<file path="src/rtl/branch_resolve_unit.sv">
// branch_resolve_unit: ID-stage branch/jump resolver.
// Selects forwarded operands, stalls ID while a selected producer is a load
// whose data is not yet available, evaluates RV32I branch/jump outcomes, and
// issues a registered one-cycle redirect plus IF/ID flush. Free-running
// statistics counters track evaluations, taken outcomes and stall cycles.
module branch_resolve_unit #(
  parameter int XLEN  = 32,
  parameter int CNT_W = 32
) (
  input  logic             i_clk,
  input  logic             i_rst_n,
  input  logic             i_valid,
  input  logic             i_branch,
  input  logic             i_jal,
  input  logic             i_jalr,
  input  logic [2:0]       i_funct3,
  input  logic [XLEN-1:0]  i_pc,
  input  logic [XLEN-1:0]  i_imm,
  input  logic [XLEN-1:0]  i_rs1_data,
  input  logic [XLEN-1:0]  i_rs2_data,
  input  logic [1:0]       i_forward_a,
  input  logic [1:0]       i_forward_b,
  input  logic [XLEN-1:0]  i_ex_result,
  input  logic [XLEN-1:0]  i_mem_result,
  input  logic [XLEN-1:0]  i_wb_result,
  input  logic             i_ex_mem_read,
  input  logic             i_mem_mem_read,
  output logic             o_stall,
  output logic             o_redirect,
  output logic [XLEN-1:0]  o_redirect_pc,
  output logic             o_flush,
  output logic [CNT_W-1:0] o_branch_count,
  output logic [CNT_W-1:0] o_taken_count,
  output logic [CNT_W-1:0] o_stall_cycles
);

  typedef enum logic [1:0] {
    S_RESOLVE = 2'b00,
    S_STALL   = 2'b01,
    S_SHADOW  = 2'b10
  } state_t;

  state_t            r_state;
  state_t            w_next_state;
  logic              r_redirect;
  logic [XLEN-1:0]   r_redirect_pc;
  logic [CNT_W-1:0]  r_branch_count;
  logic [CNT_W-1:0]  r_taken_count;
  logic [CNT_W-1:0]  r_stall_cycles;

  logic              w_cf;
  logic              w_use_a;
  logic              w_use_b;
  logic              w_hazard;
  logic [XLEN-1:0]   w_op_a;
  logic [XLEN-1:0]   w_op_b;
  logic              w_br_taken;
  logic              w_taken;
  logic [XLEN-1:0]   w_sum_pc;
  logic [XLEN-1:0]   w_sum_a;
  logic [XLEN-1:0]   w_target;
  logic              w_stall;
  logic              w_eval;

  // A producer selected through EX or MEM is unusable while it is a load.
  function automatic logic f_load_hazard(input logic [1:0] sel,
                                         input logic       ex_ld,
                                         input logic       mem_ld);
    return ((sel == 2'b01) && ex_ld) || ((sel == 2'b10) && mem_ld);
  endfunction

  assign w_cf     = i_valid && (i_branch || i_jal || i_jalr);
  assign w_use_a  = i_branch || i_jalr;
  assign w_use_b  = i_branch;
  assign w_hazard = (w_use_a && f_load_hazard(i_forward_a, i_ex_mem_read, i_mem_mem_read)) ||
                    (w_use_b && f_load_hazard(i_forward_b, i_ex_mem_read, i_mem_mem_read));

  // Operand A source mux driven by the forwarding unit select.
  always_comb begin
    w_op_a = i_rs1_data;
    case (i_forward_a)
      2'b00:   w_op_a = i_rs1_data;
      2'b01:   w_op_a = i_ex_result;
      2'b10:   w_op_a = i_mem_result;
      2'b11:   w_op_a = i_wb_result;
      default: w_op_a = i_rs1_data;
    endcase
  end

  // Operand B source mux driven by the forwarding unit select.
  always_comb begin
    w_op_b = i_rs2_data;
    case (i_forward_b)
      2'b00:   w_op_b = i_rs2_data;
      2'b01:   w_op_b = i_ex_result;
      2'b10:   w_op_b = i_mem_result;
      2'b11:   w_op_b = i_wb_result;
      default: w_op_b = i_rs2_data;
    endcase
  end

  // RV32I branch condition; reserved funct3 encodings resolve not-taken.
  always_comb begin
    w_br_taken = 1'b0;
    case (i_funct3)
      3'b000:  w_br_taken = (w_op_a == w_op_b);
      3'b001:  w_br_taken = (w_op_a != w_op_b);
      3'b100:  w_br_taken = ($signed(w_op_a) <  $signed(w_op_b));
      3'b101:  w_br_taken = ($signed(w_op_a) >= $signed(w_op_b));
      3'b110:  w_br_taken = (w_op_a <  w_op_b);
      3'b111:  w_br_taken = (w_op_a >= w_op_b);
      default: w_br_taken = 1'b0;
    endcase
  end

  assign w_taken  = i_jal || i_jalr || (i_branch && w_br_taken);
  assign w_sum_pc = i_pc + i_imm;
  assign w_sum_a  = w_op_a + i_imm;
  assign w_target = i_jalr ? {w_sum_a[XLEN-1:1], 1'b0} : w_sum_pc;

  // Next-state, stall and evaluate decisions; SHADOW ignores wrong-path ID.
  always_comb begin
    w_next_state = r_state;
    w_stall      = 1'b0;
    w_eval       = 1'b0;
    case (r_state)
      S_RESOLVE: begin
        if (w_cf && w_hazard) begin
          w_stall      = 1'b1;
          w_next_state = S_STALL;
        end else if (w_cf) begin
          w_eval       = 1'b1;
          w_next_state = w_taken ? S_SHADOW : S_RESOLVE;
        end else begin
          w_next_state = S_RESOLVE;
        end
      end
      S_STALL: begin
        if (!w_cf) begin
          w_next_state = S_RESOLVE;
        end else if (w_hazard) begin
          w_stall      = 1'b1;
          w_next_state = S_STALL;
        end else begin
          w_eval       = 1'b1;
          w_next_state = w_taken ? S_SHADOW : S_RESOLVE;
        end
      end
      S_SHADOW: begin
        w_next_state = S_RESOLVE;
      end
      default: begin
        w_next_state = S_RESOLVE;
      end
    endcase
  end

  // Stall is held low while reset is asserted regardless of inputs.
  assign o_stall = w_stall && i_rst_n;

  // State register.
  always_ff @(posedge i_clk or negedge i_rst_n) begin
    if (!i_rst_n) begin
      r_state <= S_RESOLVE;
    end else begin
      r_state <= w_next_state;
    end
  end

  // One-cycle redirect pulse; target only reloads on a taken evaluation.
  always_ff @(posedge i_clk or negedge i_rst_n) begin
    if (!i_rst_n) begin
      r_redirect    <= 1'b0;
      r_redirect_pc <= {XLEN{1'b0}};
    end else begin
      r_redirect <= w_eval && w_taken;
      if (w_eval && w_taken) begin
        r_redirect_pc <= w_target;
      end
    end
  end

  // Wrapping statistics counters.
  always_ff @(posedge i_clk or negedge i_rst_n) begin
    if (!i_rst_n) begin
      r_branch_count <= {CNT_W{1'b0}};
      r_taken_count  <= {CNT_W{1'b0}};
      r_stall_cycles <= {CNT_W{1'b0}};
    end else begin
      if (w_eval) begin
        r_branch_count <= r_branch_count + CNT_W'(1);
      end
      if (w_eval && w_taken) begin
        r_taken_count <= r_taken_count + CNT_W'(1);
      end
      if (w_stall) begin
        r_stall_cycles <= r_stall_cycles + CNT_W'(1);
      end
    end
  end

  assign o_redirect     = r_redirect;
  assign o_flush        = r_redirect;
  assign o_redirect_pc  = r_redirect_pc;
  assign o_branch_count = r_branch_count;
  assign o_taken_count  = r_taken_count;
  assign o_stall_cycles = r_stall_cycles;

endmodule
</file>
<file path="config.mk">
export PLATFORM = sky130hd
export DESIGN_NAME = branch_resolve_unit
export DESIGN_NICKNAME = d
export VERILOG_FILES = /design/src/rtl/branch_resolve_unit.sv
export SDC_FILE = /design/constraint.sdc
export NUM_CORES = 1
export LEC_CHECK = 0
export ABC_AREA = 1
export BUFFER_PORTS_ARGS = -buffer_cell sky130_fd_sc_hd__buf_2
export CORE_ASPECT_RATIO = 0.7
export CORE_MARGIN = 10
export CORE_UTILIZATION = 30
export DETAILED_ROUTE_END_ITERATION = 10
export PLACE_DENSITY = 0.49
export SLEW_MARGIN = 20
export SYNTH_ARGS = -nofsm -noshare
export SYNTH_HDL_FRONTEND = slang
export SYNTH_SLANG_ARGS = --single-unit
export TNS_END_PERCENT = 20
</file>
<file path="constraint.sdc">
create_clock -name i_clk -period 2.2 [get_ports i_clk]
set_input_delay 0.11 -clock i_clk [delete_from_list [all_inputs] [get_ports i_clk]]
set_output_delay 0.11 -clock i_clk [all_outputs]
set_load 0.005 [all_outputs]
</file>
==> flow_summary.json <==
{
  "status": "complete, but fails checks",
  "violations": "negative setup slack",
  "cts_max_level": 4,
  "setup_viol": 66,
  "critPathKind": "in2reg",
  "wirelength_mm": 64.86,
  "critPathMaxFanout": 27,
  "layout_min_cycle_time_ps": 2782,
  "synthAdderAreaFrac_pct": 9.334,
  "min_period_over_period_pct": 126.5,
  "hp-class": "in2async",
  "syn_avg_cell_area_sq_um": 6.446,
  "synth_top_flop_cell": "dfrtp_1",
  "required_ps": 2510,
  "max_freq_mhz": 359.4,
  "num_rows": 64,
  "via_count": 16842,
  "postRouteAntennaNets": 0,
  "maxSlewViolCount": 0,
  "grt_overflow": 0,
  "irDropWorstVdd_uv": 613.6,
  "cp.arrival_ps": 3100,
  "grt_pass1_vias": 16418,
  "wl_per_cell_um": 19.13,
  "via_per_inst": 4.968,
  "cts_sinks": 130,
  "die_y_um": 196.1,
  "final.setup.worst_slack_ps": -582.5,
  "synth_compound_area_share_pct": 16.79,
  "cts_made_buffers": 17,
  "hold_viol": 0,
  "grt_max_degree": 83,
  "synth_top_family_by_area": "simple AND/OR/NAND/NOR gates",
  "rr_endpoint": "o_taken_count[31]",
  "fin_tns_setup_ps": -36090,
  "clk_latency_ps": 430,
  "clock_path_buffers": 2,
  "synth_simple_gate_area_share_pct": 33.26,
  "dpl.hpwl_mm": 52.61,
  "power_mw": 12.00,
  "grt_use_total_pct": 22.82,
  "r2r_start": "o_taken_count[1]",
  "io_buffers": 369,
  "synth_xor_area_share_pct": 7.113,
  "ys_warn_count": 0,
  "maxSlewHeadroom_pct": 56.93,
  "ys_ff_latch": 130,
  "drive_gt1_share_pct": 33.87,
  "antenna_found_initial": 6,
  "r2r_setup_slack_ps": 130,
  "cap_violations": 0,
  "gp_congestion": 0.9556,
  "worst_pin_slew_ps": 646.0,
  "syn_nets": 2400,
  "drcViolationCount": 0,
  "die_area_sq_um": 53280,
  "synth_cell_types": 44,
  "drt_first_iter_violations": 1441,
  "syn-cell-area_sq_um": 13300,
  "first_pass_iters": 6,
  "synthToLayoutAreaGrowth_pct": 54.23,
  "ys_seq_area_share_pct": 24.46,
  "cp-end-kind": "register",
  "p_per_area_nw_per_um2": 585.0,
  "initial_core_util_pct": 30.41,
  "skew_ps": 8.705,
  "fin_nets": 3114,
  "synthMuxAreaShare_pct": 0,
  "die-width_um": 271.6,
  "clock-root-buffer": "clkbuf_16",
  "pin_count": 370,
  "core_sq_um": 43720,
  "cts_tree": "done",
  "rsz0062_at_grt": "true",
  "clk_pin_slew_worst_paths_ps": 60,
  "syn_inst": 2063,
  "p_leak_nw": 10.71,
  "grt_pass1_wl_mm": 96.56,
  "async_flop_share_pct": 100.0,
  "reg2reg_depth": 10,
  "cp-start-kind": "input pin",
  "synth-edff-count": 0
}
-- layout by cell type, fill, tap and decap left out, drive strengths merged, types with 5 or more instances in the layout --
cell type	count
buf	738
nor2	166
bufinv	6
diode	6
o21bai	6
dfrtp	130
o21ai	143
clkbuf	29
nand2	601
nand4	34
o2111ai	33
o211ai	16
xor2	82
ha	96
clkinv	5
a31oi	9
nand3b	6
inv	253
nor3	54
o21a	10
nand3	141
nor4	24
o22ai	8
xnor2	26
a21oi	131
a21o	10
a221oi	10
-- cell families after synthesis --
family                   Yosys count
XOR/XNOR                         108
adder cells (fa/ha/maj)           98
flip-flops                       130
AND/OR/NAND/NOR                 1035
buffers and inverters            309
AO/OA/AOI/OAI                    383
-- synth_stat cells, drive strengths merged, types with 34 or more instances --
library cell / number / share of area (%)
nand2: 600 / 17
nor3: 54 / 2.0
a21oi: 131 / 4.9
nand3: 141 / 5.3
o21ai: 143 / 5.4
inv: 254 / 7.2
xor2: 82 / 5.4
ha: 96 / 9.0
clkbuf: 36 / 1.0
dfrtp: 130 / 24
nor2: 166 / 5.1
nand4: 34 / 1.7
-- how the worst max path moves through the flow --
stage                        start                end  slack, ps  cells after the start
floorplan           i_forward_b[1]   o_taken_count[7]       -520                     26
global placement    i_forward_b[1]   o_redirect_pc[5]      -1290                     24
detailed placement  i_forward_b[1]   o_redirect_pc[2]      -1370                     24
CTS                 i_forward_b[0]  o_redirect_pc[31]       -540                     26
global route        i_forward_a[1]  o_redirect_pc[27]       -710                     25
finish              i_forward_a[0]  o_redirect_pc[10]       -580                     25
-- critical path, cell delays in order --
cell       delay, ps
buf_12           120
nor2_4            60
inv_6            110
buf_12           140
buf_12           140
o2111ai_1        120
o21ai_1          100
inv_1            100
ha_4             280
nand2_1          100
nor2_2           130
nand2_2           80
nor3b_4          270
nand2_4          100
nand2_2           70
o21ai_2           50
inv_1             40
nand2_1           50
nor2_2           150
nand3_4          110
nand2_4          110
nand2_8          110
clkbuf_16        250
nand3_1          100
nand2_1           60
-- sequential cells by signal, indices dropped and copies added, names as in the netlist --
name,flops
o_branch_count,32
o_redirect_pc,32
o_stall_cycles,32
o_taken_count,32
o_flush,1
r_state,1
-- timing repair --
item,in CTS,in global routing
pin swaps,10,56
cloned,2,11
endpoints found under the hold margin,130,0
gates resized for setup,46,192
hold buffers,1,0
buffers inserted,3,15
endpoints found under the setup margin,67,71
-- metal layers --
metal,vias up,share of wire (%),global-route usage (%),wire length (um)
li1,8356,-,-,-
met4,0,0.94,3.449,611
met3,42,7.3,4.532,4708
met1,7882,50,33.63,32170
met5,-,0,0,0
met2,562,42,34.07,27370
-- stage by stage --
stage,util [%],hold slack [ps],area [sq um],cells,setup slack (ps)
floorplan,-,-185.6,13400,2063,-520.3
global placement,42.24,-85.24,18470,3320,-1288
detailed placement,42.24,-84.81,18470,3320,-1367
CTS,44.39,31.09,19410,3358,-544.3
global route,46.91,40.45,20510,3390,-708.7
finish,46.91,43.03,20510,3390,-582.5
-- report_power, final --
group / total (mW) / switching (mW) / internal (mW)
sequential: 3.15 / 0.369 / 2.78
clock: 3.31 / 1.13 / 2.19
combinational: 5.53 / 3.06 / 2.48
-- final cells by class --
cell class	instances	area (sq um)
diodes	6	15.01
clock buffers	19	452.9
clock inverters	13	231.5
fillers	4628	23210
inverters	254	994.7
multi-input cells	1625	9577
flip-flops and latches	130	3253
well taps	594	743.2
repair buffers	749	5243
Note: power is estimated with default switching activity, not from simulation.
